**config.mk**
```make
export PLATFORM = sky130hd
export DESIGN_NAME = me_stage_unit
export DESIGN_NICKNAME = d
export VERILOG_FILES = /design/src/rtl/me_stage_unit.sv
export SDC_FILE = /design/constraint.sdc
export NUM_CORES = 1
export LEC_CHECK = 0
export ABC_AREA = 1
export ABC_CLOCK_PERIOD_IN_PS = 2100
export CORE_UTILIZATION = 35
export CTS_BUF_LIST = sky130_fd_sc_hd__clkbuf_8
export DETAILED_ROUTE_END_ITERATION = 10
export PLACE_DENSITY = 0.69
export SETUP_SLACK_MARGIN = 0.15
export SLEW_MARGIN = 20
export SYNTH_ARGS = -nofsm -noshare
export SYNTH_HDL_FRONTEND = slang
export SYNTH_SLANG_ARGS = --single-unit
export TNS_END_PERCENT = 5
```
**constraint.sdc**
```tcl
create_clock -name clk -period 2.1 [get_ports clk]
set_input_delay 0.21 -clock clk [delete_from_list [all_inputs] [get_ports clk]]
set_output_delay 0.21 -clock clk [all_outputs]
set_load 0.005 [all_outputs]
```
**src/rtl/me_stage_unit.sv**
```systemverilog
// Memory-access stage: issues loads/stores on the SRAM-like data bus, aligns load data, hands results to WB.
// Optional ME_LOAD_BYPASS_EN: load response forwarded to WB in the data_ok cycle when WB can take it.
module me_stage_unit (
  input  logic         clk,
  input  logic         resetn,
  input  logic         EX_to_ME_Valid,
  input  logic [106:0] EX_to_ME_Bus,
  output logic         ME_Allow_in,
  output logic         data_req,
  output logic         data_wr,
  output logic [1:0]   data_size,
  output logic [3:0]   data_wstrb,
  output logic [31:0]  data_addr,
  output logic [31:0]  data_wdata,
  input  logic         data_addr_ok,
  input  logic         data_data_ok,
  input  logic [31:0]  data_rdata,
  input  logic         WB_Allow_in,
  output logic         ME_to_WB_Valid,
  output logic [69:0]  ME_to_WB_Bus,
  output logic [4:0]   ME_dest,
  output logic [31:0]  ME_Forward_Res,
  output logic         ME_Fwd_Ready
);

  typedef enum logic [1:0] {
    ST_IDLE = 2'd0,
    ST_REQ  = 2'd1,
    ST_RESP = 2'd2,
    ST_DONE = 2'd3
  } state_t;

  function automatic logic [31:0] load_align(input logic [2:0] op, input logic [1:0] lo,
                                             input logic [31:0] rd);
    logic [7:0]  b;
    logic [15:0] h;
    logic [31:0] r;
    b = rd[{lo, 3'b000} +: 8];
    h = lo[1] ? rd[31:16] : rd[15:0];
    case (op)
      3'd0:    r = {{24{b[7]}}, b};
      3'd1:    r = {{16{h[15]}}, h};
      3'd3:    r = {24'd0, b};
      3'd4:    r = {16'd0, h};
      default: r = rd;
    endcase
    return r;
  endfunction

  function automatic logic [1:0] op_size(input logic [2:0] op);
    logic [1:0] s;
    case (op)
      3'd0, 3'd3, 3'd5: s = 2'd0;
      3'd1, 3'd4, 3'd6: s = 2'd1;
      default:          s = 2'd2;
    endcase
    return s;
  endfunction

  function automatic logic [3:0] store_strb(input logic [2:0] op, input logic [1:0] lo);
    logic [3:0] s;
    case (op)
      3'd5:    s = 4'b0001 << lo;
      3'd6:    s = 4'b0011 << {lo[1], 1'b0};
      default: s = 4'b1111;
    endcase
    return s;
  endfunction

  function automatic logic [31:0] store_data(input logic [2:0] op, input logic [31:0] st);
    logic [31:0] d;
    case (op)
      3'd5:    d = {4{st[7:0]}};
      3'd6:    d = {2{st[15:0]}};
      default: d = st;
    endcase
    return d;
  endfunction

  state_t      state_r, state_nxt_s;
  logic [31:0] pc_r;
  logic        gr_we_r;
  logic [4:0]  dest_r;
  logic        mem_we_r;
  logic [2:0]  mem_op_r;
  logic [31:0] st_data_r;
  logic [31:0] alu_r;
  logic [31:0] result_r;

  logic        bypass_fire_s;
  logic        allow_in_s;
  logic        accept_s;
  logic [31:0] aligned_s;
  logic [31:0] final_s;

  assign aligned_s = load_align(mem_op_r, alu_r[1:0], data_rdata);

`ifdef ME_LOAD_BYPASS_EN
  assign bypass_fire_s = (state_r == ST_RESP) && data_data_ok && WB_Allow_in && !mem_we_r;
`else
  assign bypass_fire_s = 1'b0;
`endif

  assign allow_in_s = (state_r == ST_IDLE) || ((state_r == ST_DONE) && WB_Allow_in) || bypass_fire_s;
  assign accept_s   = EX_to_ME_Valid && allow_in_s;
  assign final_s    = bypass_fire_s ? aligned_s : result_r;

  // Next-state decode; a same-cycle accept always wins over the drain/idle transitions.
  always_comb begin
    state_nxt_s = state_r;
    if (accept_s) begin
      state_nxt_s = EX_to_ME_Bus[68] ? ST_REQ : ST_DONE;
    end else begin
      case (state_r)
        ST_IDLE: state_nxt_s = ST_IDLE;
        ST_REQ:  state_nxt_s = data_addr_ok ? ST_RESP : ST_REQ;
        ST_RESP: begin
          if (data_data_ok) begin
            state_nxt_s = bypass_fire_s ? ST_IDLE : ST_DONE;
          end else begin
            state_nxt_s = ST_RESP;
          end
        end
        ST_DONE: state_nxt_s = WB_Allow_in ? ST_IDLE : ST_DONE;
        default: state_nxt_s = ST_IDLE;
      endcase
    end
  end

  always_ff @(posedge clk or negedge resetn) begin
    if (!resetn) begin
      state_r <= ST_IDLE;
    end else begin
      state_r <= state_nxt_s;
    end
  end

  // Instruction fields latched on accept; load result overwrites alu_result when data returns.
  always_ff @(posedge clk or negedge resetn) begin
    if (!resetn) begin
      pc_r      <= 32'd0;
      gr_we_r   <= 1'b0;
      dest_r    <= 5'd0;
      mem_we_r  <= 1'b0;
      mem_op_r  <= 3'd0;
      st_data_r <= 32'd0;
      alu_r     <= 32'd0;
      result_r  <= 32'd0;
    end else if (accept_s) begin
      pc_r      <= EX_to_ME_Bus[106:75];
      gr_we_r   <= EX_to_ME_Bus[74];
      dest_r    <= EX_to_ME_Bus[73:69];
      mem_we_r  <= EX_to_ME_Bus[67];
      mem_op_r  <= EX_to_ME_Bus[66:64];
      st_data_r <= EX_to_ME_Bus[63:32];
      alu_r     <= EX_to_ME_Bus[31:0];
      result_r  <= EX_to_ME_Bus[31:0];
    end else if ((state_r == ST_RESP) && data_data_ok && !mem_we_r) begin
      result_r  <= aligned_s;
    end
  end

  assign ME_Allow_in    = allow_in_s;
  assign data_req       = (state_r == ST_REQ);
  assign data_wr        = mem_we_r;
  assign data_size      = op_size(mem_op_r);
  assign data_wstrb     = mem_we_r ? store_strb(mem_op_r, alu_r[1:0]) : 4'b0000;
  assign data_addr      = alu_r;
  assign data_wdata     = store_data(mem_op_r, st_data_r);
  assign ME_to_WB_Valid = (state_r == ST_DONE) || bypass_fire_s;
  assign ME_to_WB_Bus   = {pc_r, gr_we_r, dest_r, final_s};
  assign ME_dest        = ((state_r != ST_IDLE) && gr_we_r) ? dest_r : 5'd0;
  assign ME_Forward_Res = result_r;
  assign ME_Fwd_Ready   = (state_r == ST_DONE);

endmodule

```
==> metrics.txt <==
FMAX=488 MHz; post-layout worst setup margin=51.0 ps; Die Span X=145 µm; dpl hpwl=17,500 µm; vias=7,167; yosys warns=0; Die H=145 µm; final setup fails=0; fin nets=1,399; DRT iter0 DRCs=444; outcome=complete, no violations; Crit Path Max Fanout=6; Crit Path Class=reg -> out; Final Hold Vio Count=0; Max VDD drop=635 µV; # rows=52; diode count=0; DIE AREA=21,100 µm²; WL/cell=15.8 µm; Filler Cells Inserted=1,896; fin crit period=2050 ps; CP Launch Type=register; Max Used Layer=met4; CTS tree=yes; post-place setup slack=88.8 ps; clock power share=0.129; Slew HR=0.633; Post-Route Setup TNS=0 ps; drt total wl=24,300 µm; WP data arrival=1840 ps; Power Dens Cells=1530 nW/µm²; max-slew violations=0; Synth Cell Area=7180 µm²; Min-Delay Path Class=in -> async; Mapped Nets=1,106; P&R area growth vs syn=55.9%; # DRC=0; crit end category=output port; largest net degree at the start of global routing=111; DR pass1 iterations=5; vias in the first global route=7,112; I/O Pins=327; H-tree depth=4; CTS sink count=140; metal2 WL=11,900 µm; Yosys reg bits=140; syn_area_per_cell=7.47 µm²; Initial Util=0.356; cell count after synthesis=961; number of flops mapped to enable cells by yosys=0; Placer Congestion=0.865; Tot GR Track Use=0.232; # Max-Cap Violations=0; layout cells sized above 1=0.119; Final period util=0.976; Leak=5.50 nW; switching part of the total=0.404; register share of total power=0.288; wl on met1=9830 µm; post-synthesis sequential area ratio=0.488; Pint=10.2 mW; worst slew pin tran=549 ps; unrepaired setup endpoints after global routing=yes; NetSw=6.93 mW; Via density=4.66; Max clock buf depth=2; Worst-path clk slew=80 ps; top_reg_cell synth=dfrtp_1; PortBufs=326; worst skew pair latency=450 ps; ANT nets after route=0; skew final=12.2 ps; metal3 WL=2140 µm; total CTS buffers=17; clock root cell=clkbuf_8; initial antenna violation count=0; Critical Path RT=1890 ps; Distinct cells, synth=24; FFs w/ async S/R, synth=1.00; Gate power share=0.582; core area=20,200 µm²; first-pass GRT wire length=38,200 µm; grt ovf=0; Power, Total=17.2 mW
-- stage by stage --
step	instance area, µm²	utilization	hold slack [ps]	cells
2_1_floorplan	7180	-	-85.6	961
3_3_place_gp	10500	0.521	134	1490
3_5_place_dp	10500	0.521	133	1490
4_1_cts	11000	0.547	215	1532
5_1_grt	11200	0.555	224	1537
6_report	11200	0.555	232	1537
-- Yosys cell counts (2+ instances only) --
master    instances  area, µm²
nor2_1           81        304
clkbuf_2          2       10.0
o211ai_1          2       15.0
clkbuf_1         11       41.3
or2_2             6       37.5
buf_2            31        155
inv_1           126        473
o21ai_0         122        611
buf_4            43        323
o21ai_1          12       60.1
inv_2             5       18.8
nand2_1         270       1010
a21oi_1          48        240
nand3_1          37        185
o22ai_1           9       56.3
dfrtp_1         140       3500
o21bai_1          9       67.6
-- flip-flops by register name (all words and copies together), names as in the netlist --
register and flops:
st_data_r 32, mem_op_r 3, state_r 2, data_wr 1, dest_r 5, ME_Forward_Res 32
data_addr 32, gr_we_r 1, pc_r 32
-- cell type report --
type | instances | area (µm²) | area share
well taps | 270 | 338 | 0.0302
multi-input cells | 601 | 2840 | 0.254
flip-flops and latches | 140 | 3510 | 0.313
inverters | 131 | 492 | 0.0439
clock buffers | 17 | 234 | 0.0209
clock inverters | 15 | 164 | 0.0146
repair buffers | 363 | 3620 | 0.323
-- worst max-delay path, stage by stage, from the launching register on --
cell     delay, ps
dfrtp_1        410
inv_2          140
nor2_4          60
inv_2          100
nand2_4         80
buf_6          140
buf_16         130
buf_6          110
a21oi_2        110
buf_2          110
-- cells in the final DEF (no fill, tap or decap), types with 4 or more instances in the layout --
master,instances
clkdlybuf4s50_1,289
nand2_1,265
dfrtp_1,138
inv_1,123
o21ai_0,110
nor2_1,76
a21oi_1,40
nand3_1,36
buf_2,26
buf_4,20
o21ai_1,17
clkbuf_8,17
inv_2,9
o21bai_1,9
buf_12,9
o22ai_2,8
o21ai_2,8
a21oi_2,6
or2_2,6
clkinv_4,6
buf_6,5
dlygate4sd2_1,5
nand2_4,4
inv_6,4
-- routing by layer --
| layer | vias up | GRT usage |
|---|---|---|
| met5 | - | 0 |
| li1 | 3536 | - |
| met1 | 3310 | 0.279 |
| met3 | 26 | 0.0752 |
| met2 | 295 | 0.391 |
| met4 | 0 | 0.0737 |
-- logic make-up (layout without fill, tap and decap cells) --
| kind of cell | after synthesis | count (layout) | synth area share |
|---|---|---|---|
| AND/OR/NAND/NOR | 397 | 397 | 0.218 |
| AO/OA/AOI/OAI | 204 | 204 | 0.150 |
| buffers and inverters | 220 | 526 | 0.144 |
| flip-flops | 140 | 140 | 0.488 |
-- power by group through the flow --
stage / Sequential, mW / Clock, mW / Combinational, mW
2_1_floorplan: 4.85 / 0 / 4.66
3_3_place_gp: 4.92 / 0 / 9.47
3_5_place_dp: 4.95 / 0 / 9.60
4_1_cts: 4.94 / 2.29 / 9.71
5_1_grt: 5.12 / 2.38 / 11.0
6_report: 4.95 / 2.22 / 9.99
-- worst paths after layout --
path                                  start            endpoint  slack (ps)  cells past startpoint
max in group asynchronous            resetn             pc_r[9]        1210                      3
max reg2reg                     mem_op_r[1]  ME_Forward_Res[13]         180                      8
max                             mem_op_r[1]      data_wdata[17]          50                      9
min in group clk           EX_to_ME_Bus[85]            pc_r[10]         280                      3
min                                  resetn        data_addr[9]         230                      2
min reg2reg                         pc_r[9]             pc_r[9]         480                      2
-- timing repair --
action,in CTS,in global routing
resized for setup,142,54
endpoints found under the setup margin,39,55
gates cloned,2,1
hold buffers,1,0
pin swaps,9,16
setup buffers,7,4
hold endpoints to repair,33,0
Note: power is estimated with default switching activity, not from simulation.
